===== src/rtl/fifo_drain.sv =====
// fifo_drain: read-side controller for the 32-bit, 8-deep FIFO.
// On start, pops a programmed number of words (len, 0 = 256) from the FIFO
// and presents them in order on a valid/ready stream. A 2-entry skid buffer
// covers the FIFO's one-cycle read latency so one word per cycle is sustained
// under sink backpressure.
module fifo_drain #(
    parameter int WIDTH = 32
) (
    input  logic             Clk,
    input  logic             Rst_n,
    input  logic             EN,
    input  logic             start,
    input  logic [7:0]       len,
    input  logic             fifo_EMPTY,
    output logic             fifo_RD,
    input  logic [WIDTH-1:0] fifo_data,
    output logic             m_valid,
    output logic [WIDTH-1:0] m_data,
    input  logic             m_ready,
    output logic             busy,
    output logic             done,
    output logic [8:0]       count
);

    typedef enum logic [1:0] {
        IDLE  = 2'd0,
        RUN   = 2'd1,
        FLUSH = 2'd2,
        DONE  = 2'd3
    } state_t;

    state_t           state_q,     state_d;
    logic [8:0]       remaining_q, remaining_d;
    logic [8:0]       count_q,     count_d;
    logic             inflight_q,  inflight_d;
    logic [1:0]       occ_q,       occ_d;
    logic [WIDTH-1:0] buf0_q,      buf0_d;
    logic [WIDTH-1:0] buf1_q,      buf1_d;

    logic             pop;
    logic             rd;
    logic [2:0]       room;

    // Read issue: the word about to land plus what stays buffered after this
    // cycle's pop must leave a free slot, so m_ready feeds fifo_RD directly.
    always_comb begin
        pop  = (occ_q != 2'd0) && m_ready;
        room = {1'b0, occ_q} + {2'b00, inflight_q} - {2'b00, pop};
        rd   = (state_q == RUN) && EN && !fifo_EMPTY &&
               (remaining_q != 9'd0) && (room < 3'd2);
    end

    // Burst sequencing: state, words still to read, words delivered.
    always_comb begin
        state_d     = state_q;
        remaining_d = remaining_q;
        count_d     = count_q;

        if (pop && (count_q != 9'd256)) begin
            count_d = count_q + 9'd1;
        end
        if (rd) begin
            remaining_d = remaining_q - 9'd1;
        end

        case (state_q)
            IDLE: begin
                if (start) begin
                    state_d     = RUN;
                    remaining_d = (len == 8'd0) ? 9'd256 : {1'b0, len};
                    count_d     = '0;
                end
            end
            RUN: begin
                if (rd && (remaining_q == 9'd1)) begin
                    state_d = FLUSH;
                end
            end
            FLUSH: begin
                if ((occ_q == 2'd0) && !inflight_q) begin
                    state_d = DONE;
                end
            end
            DONE: begin
                state_d = IDLE;
            end
            default: begin
                state_d = IDLE;
            end
        endcase
    end

    // Skid buffer: buf0 is the head; the returning FIFO word lands behind
    // whatever survives this cycle's pop.
    always_comb begin
        inflight_d = rd;
        occ_d      = occ_q;
        buf0_d     = buf0_q;
        buf1_d     = buf1_q;

        if (inflight_q && pop) begin
            if (occ_q == 2'd2) begin
                buf0_d = buf1_q;
                buf1_d = fifo_data;
            end else begin
                buf0_d = fifo_data;
            end
        end else if (inflight_q) begin
            occ_d = occ_q + 2'd1;
            if (occ_q == 2'd0) begin
                buf0_d = fifo_data;
            end else begin
                buf1_d = fifo_data;
            end
        end else if (pop) begin
            occ_d  = occ_q - 2'd1;
            buf0_d = buf1_q;
        end
    end

    // State registers with synchronous active-low reset.
    always_ff @(posedge Clk) begin
        if (!Rst_n) begin
            state_q     <= IDLE;
            remaining_q <= '0;
            count_q     <= '0;
            inflight_q  <= 1'b0;
            occ_q       <= '0;
            buf0_q      <= '0;
            buf1_q      <= '0;
        end else begin
            state_q     <= state_d;
            remaining_q <= remaining_d;
            count_q     <= count_d;
            inflight_q  <= inflight_d;
            occ_q       <= occ_d;
            buf0_q      <= buf0_d;
            buf1_q      <= buf1_d;
        end
    end

    // Output decode from registered state.
    always_comb begin
        fifo_RD = rd;
        m_valid = (occ_q != 2'd0);
        m_data  = buf0_q;
        busy    = (state_q == RUN) || (state_q == FLUSH);
        done    = (state_q == DONE);
        count   = count_q;
    end

endmodule


===== config.mk =====
export PLATFORM = sky130hd
export DESIGN_NAME = fifo_drain
export DESIGN_NICKNAME = d
export VERILOG_FILES = /design/src/rtl/fifo_drain.sv
export SDC_FILE = /design/constraint.sdc
export NUM_CORES = 1
export LEC_CHECK = 0
export ABC_AREA = 1
export CAP_MARGIN = 40
export CELL_PAD_IN_SITES_DETAIL_PLACEMENT = 1
export CELL_PAD_IN_SITES_GLOBAL_PLACEMENT = 1
export CORE_UTILIZATION = 40
export DETAILED_ROUTE_END_ITERATION = 10
export GPL_TIMING_DRIVEN = 0
export PLACE_DENSITY = 0.95
export SLEW_MARGIN = 20
export SYNTH_ARGS = -nofsm -noshare
export SYNTH_HDL_FRONTEND = slang
export SYNTH_SLANG_ARGS = --single-unit

===== constraint.sdc =====
create_clock -name Clk -period 6.6 [get_ports Clk]
set_input_delay 0.66 -clock Clk [delete_from_list [all_inputs] [get_ports Clk]]
set_output_delay 0.66 -clock Clk [all_outputs]
set_load 0.05 [all_outputs]

==> metrics.txt, run 1 <==
Die ar. 11870 sq um; CTS buffer count 9; routed len/inst 17.83 um; worst hold path class register to register; post-synth net total 708; Design Power 1631 uW; Die Y 109.0 um; period utilization 69.48%; crit path capture type primary output; CTS resizes 0; clk sinks 87; Setup CP Type register to primary output; Slowest-stage cell, CP clkdlybuf4s50_1; Synth cell types 26; register area share after synthesis 38.05%; Core Area 10980 sq um; vias in the first global route 5456; most common cell after layout, fill and taps aside nand2_1; worst hold slack 467.4 ps; largest area contributor in the netlist dfxtp_1; clock root buffer clkbuf_16; reg2reg start occ_q[1]$_SDFFE_PN0P_; ratio of total power to cell area 275.2 nW/um^2; RSZ-0062 raised after global routing no; Clk pin slew, worst setup/hold paths 70 ps; FF/Latch Area 1742 sq um; Vias/cell 5.620; total grt overflow 0; number of hold-repair buffers added at the cts stage 0; max-cap violation count 0; mapped cell area 4577 sq um; most used cell, CP nand2_1; Layout area overhead 29.47%; crit path max fanout 10; Worst IR Drop VDD 0.0002171 V; GP Congestion 0.8608; slowest stage delay, CP 830 ps; post-route ant nets 0; Gate Count Post-Synth 652; largest net degree at the start of global routing 16; Worst Max-Slew Pin Slew 568.9 ps; Setup TNS 0 ps; YS warnings 0; share of cells above drive strength 1 6.077%; slew margin rel. 62.07%; final setup violation count 0; most frequent cells in the layout nand2_1, inv_1, clkdlybuf4s50_1, dfxtp_1, o21ai_0; remaining routing DRC violations 0; Slew Viols, Final 0; Vias 5041; final net count 808; syn avg cell area 7.020 sq um; Setup Skew 7.623 ps; # diodes 0; top-area cell type share of the netlist area 38.05%; required time of the critical path 5940 ps; CTS max path bufs 2; Pre-antenna DRT Iters 4; Synth area leaders dfxtp_1, nand2_1, o21ai_0, inv_1, o211ai_1; worst skew pair latency 350 ps; Critical Path AT 3930 ps; global-route usage over all layers 28.28%; Detailed Route WL 16000 um; final hold viol count 0; initial antenna violation count 0; Cell Chain, Critical Path buf_4, nand2_1, buf_2, buf_2, o21ai_0, nand2_1, fa_1, nand2_1, nor2_1, nand2_1, a21oi_1, buf_2, clkdlybuf4s50_1; Ports 91; Period minus WS final 4586 ps; Leak 0.002414 uW; row count 38; HPWL Detailed 11700 um; CP bufs+invs 5; starting density of the core 41.67%; CTS tree built; synthesized flop and latch total 87; H-Tree Level Count 3; multi-input logic area 2273 sq um; CP top delay family buffers and inverters; filler cell count 1415; Critical Path Source Type register; PortBufs 89; crit path from occ_q[1]$_SDFFE_PN0P_; HP Start buf1_q[13]$_SDFFE_PN0P_; Initial DRC Count 246; first-pass GRT wire length 25880 um; postcts setup bufs 0; outcome completed; die width 109.0 um; fmax 218.1 MHz
-- metrics by stage --
step	cell area [sq um]	std cells	utilization, %	worst slack (ps)
after floorplan	4577	652	-	3560
after global placement	5643	881	51.38	2335
after detailed placement	5643	881	51.38	2254
after CTS	5926	897	53.95	2044
after global routing	5926	897	53.95	1806
final	5926	897	53.95	2014
-- logic make-up (layout without fill, tap and decap cells) --
kind of cell	after synthesis	after routing	synth area share (%)
XOR/XNOR	9	9	1.722
flip-flops	87	87	38.05
AO/OA/AOI/OAI	187	187	24.93
buffers and inverters	140	245	12.27
AND/OR/NAND/NOR	219	219	20.12
adder cells (fa/ha/maj)	10	10	2.898
-- cell type report --
type | count | share of cell area (%)
plain buffers | 41 | 3.209
inverters | 99 | 6.271
clock buffers | 10 | 4.033
clock inverters | 6 | 0.7390
well taps | 140 | 2.956
flip-flops and latches | 87 | 29.39
multi-input cells | 425 | 38.37
repair buffers | 89 | 15.03
-- cell usage after synthesis --
library cell,n
a211oi_1,4
a21oi_1,41
a22oi_1,33
a31oi_4,1
buf_1,2
buf_2,17
buf_4,4
clkbuf_1,18
clkinv_1,1
dfxtp_1,87
fa_1,1
ha_1,9
inv_1,95
inv_2,3
nand2_1,121
nand3_1,50
nand4_1,7
nor2_1,31
nor2_2,4
nor3_1,5
nor4_1,1
o211ai_1,34
o21ai_0,73
o21ai_4,1
xnor2_1,5
xor2_1,4
-- state kept, by name, indices dropped and copies added, names as in the netlist --
register / flops
m_data: 32
inflight_q: 1
count: 9
buf1_q: 32
occ_q: 2
remaining_q: 9
state_q: 2
-- tightest hold or removal path, delay by kind of cell (launching register included) --
family,cells,cell delay (ps)
flip-flops,1,310
buffers and inverters,1,60
AO/OA/AOI/OAI,1,50
-- power by group --
group          internal (uW)  total (uW)  switching (uW)
sequential               574         616            41.5
clock                    267         496             229
combinational            181         519             338
total                   1020        1630             609
-- layer usage --
metal / share of wire (%) / wire (um) / up-vias / global-route usage, %
met5: 0 / 0 / - / 0
li1: - / - / 2369 / -
met4: 2.9 / 466 / 0 / 12.36
met3: 4.6 / 734 / 39 / 6.097
met1: 39 / 6274 / 2491 / 30.48
met2: 53 / 8519 / 142 / 52.52
-- final timing paths --
kind	end	slack, ps	cells after the start
worst max register to register	remaining_q[0]$_SDFF_PN0_	3430	15
worst min-delay path	buf1_q[13]$_SDFFE_PN0P_	470	2
worst min register to register	buf1_q[13]$_SDFFE_PN0P_	470	2
worst max-delay path	fifo_RD	2010	13
Note: power is estimated with default switching activity, not from simulation.
==> run 2, diff against run 1 <==
CORE_UTILIZATION = 37   (was 40)
PLACE_DENSITY = 0.91   (was 0.95)
clock period = 4.3 ns   (was 6.6 ns; I/O delays follow)
==> metrics.txt, run 2 (synthesis results as in run 1) <==
outcome completed (unchanged); postcts setup bufs 0 (unchanged); CTS tree built (unchanged); Worst Max-Slew Pin Slew 546.3 ps (was 568.9 ps); CTS buffer count 9 (unchanged); routed len/inst 17.14 um (was 17.83 um); Setup Skew 6.517 ps (was 7.623 ps); share of cells above drive strength 1 5.812% (was 6.077%); Leak 0.002436 uW (was 0.002414 uW); Worst IR Drop VDD 0.0001992 V (was 0.0002171 V); filler cell count 1542 (was 1415); Pre-antenna DRT Iters 5 (was 4); crit path capture type primary output (unchanged); Ports 91 (unchanged); max-cap violation count 0 (unchanged); post-route ant nets 0 (unchanged); crit path max fanout 10 (unchanged); Layout area overhead 30.59% (was 29.47%); Setup TNS 0 ps (unchanged); H-Tree Level Count 3 (unchanged); Die Y 113.2 um (was 109.0 um); Setup CP Type register to primary output (unchanged); GP Congestion 0.8913 (was 0.8608); Vias 4941 (was 5041); most common cell after layout, fill and taps aside nand2_1 (unchanged); clk sinks 87 (unchanged); global-route usage over all layers 25.06% (was 28.28%); required time of the critical path 3870 ps (was 5940 ps); RSZ-0062 raised after global routing no (unchanged); starting density of the core 38.10% (was 41.67%); final setup violation count 0 (unchanged); largest net degree at the start of global routing 14 (was 16); ratio of total power to cell area 436.4 nW/um^2 (was 275.2 nW/um^2); HPWL Detailed 11200 um (was 11700 um); row count 40 (was 38); most frequent cells in the layout nand2_1, inv_1, clkdlybuf4s50_1, dfxtp_1, o21ai_0 (unchanged); Slew Viols, Final 0 (unchanged); remaining routing DRC violations 0 (unchanged); CTS max path bufs 2 (unchanged); final net count 808 (unchanged); vias in the first global route 5309 (was 5456); fin util 49.76% (was 53.95%); Design Power 2609 uW (was 1631 uW); die width 113.2 um (was 109.0 um); Initial DRC Count 229 (was 246); slew margin rel. 63.47% (was 62.07%); Vias/cell 5.466 (was 5.620); PortBufs 89 (unchanged); Period minus WS final 4117 ps; first-pass GRT wire length 25460 um (was 25880 um); clock root buffer clkbuf_16 (unchanged); Critical Path Source Type register (unchanged); period utilization 95.74%; Detailed Route WL 15490 um (was 16000 um); worst hold path class register to register (unchanged); fmax 242.9 MHz; total grt overflow 0 (unchanged); Clk pin slew, worst setup/hold paths 60 ps (was 70 ps); initial antenna violation count 0 (unchanged); # diodes 0 (unchanged); worst skew pair latency 350 ps (about the same); Core Area 12010 sq um (was 10980 sq um); final hold viol count 0 (unchanged); Critical Path AT 3690 ps (was 3930 ps); Die ar. 12820 sq um (was 11870 sq um)
==> run 2: changes by cell type in the layout (fill, tap and decap cells not counted), sizes merged <==
cell,change
bufinv,+2
clkbuf,+3
clkdlybuf4s15,+1
clkdlybuf4s50,-1
clkinv,-3
clkinvlp,-1
inv,-1
==> run 2: layout make-up <==
class,count,area [sq um],area share (%)
flip-flops and latches,87,1742,29.14
repair buffers,89,890.9,14.90
clock inverters,3,65.06,1.089
plain buffers,41,190.2,3.182
well taps,147,183.9,3.077
inverters,99,371.6,6.217
multi-input cells,425,2273,38.04
clock buffers,13,260.3,4.354
==> run 2: through the flow <==
stage	instances	hold slack [ps]	setup WS, ps	cell area, sq um
floorplan	652	439.4	1490	4577
global placement	888	447.6	435.4	5652
detailed placement	888	460.0	247.2	5652
CTS	904	469.6	126.4	5976
global route	904	497.2	8.378	5977
finish	904	472.5	183.3	5977
==> run 2: layer usage <==
layer	GRT usage (%)	wire, um	vias to the layer above
li1	-	-	2366
met1	28.51	6436	2409
met2	44.95	8017	136
met3	5.142	731	30
met4	11.49	307	0
met5	0	0	-
==> run 2: final timing paths <==
| kind | from | endpoint | slack [ps] | cells past startpoint |
|---|---|---|---|---|
| setup / recovery | occ_q[1]$_SDFFE_PN0P_ | fifo_RD | 180 | 13 |
| hold / removal | buf1_q[11]$_SDFFE_PN0P_ | buf1_q[11]$_SDFFE_PN0P_ | 470 | 2 |
| setup reg to reg | occ_q[1]$_SDFFE_PN0P_ | remaining_q[0]$_SDFF_PN0_ | 1060 | 15 |
| hold reg to reg | buf1_q[11]$_SDFFE_PN0P_ | buf1_q[11]$_SDFFE_PN0P_ | 470 | 2 |
==> run 2: critical path, stage by stage, from the launching register on <==
cell and delay, ps:
dfxtp_1 350, buf_4 180, nand2_1 110, buf_2 210, buf_2 210, o21ai_0 320
nand2_1 150, fa_1 540, nand2_1 70, nor2_1 110, nand2_1 60, a21oi_1 200
buf_2 290, clkdlybuf4s15_1 530
==> run 2: timing repair <==
action                     4_1_cts  5_1_grt
resized for setup                1        1
setup endpoints to repair        1        1
hold buffers                     0        0
gates cloned                     0        0
==> run 2: power by group <==
group / internal, uW / leakage (uW) / total, uW / switching, uW
Clock: 541 / 0.000160 / 871 / 330
Sequential: 881 / 0.000704 / 945 / 63.7
Combinational: 276 / 0.00157 / 793 / 516
Total: 1700 / 0.00244 / 2610 / 910
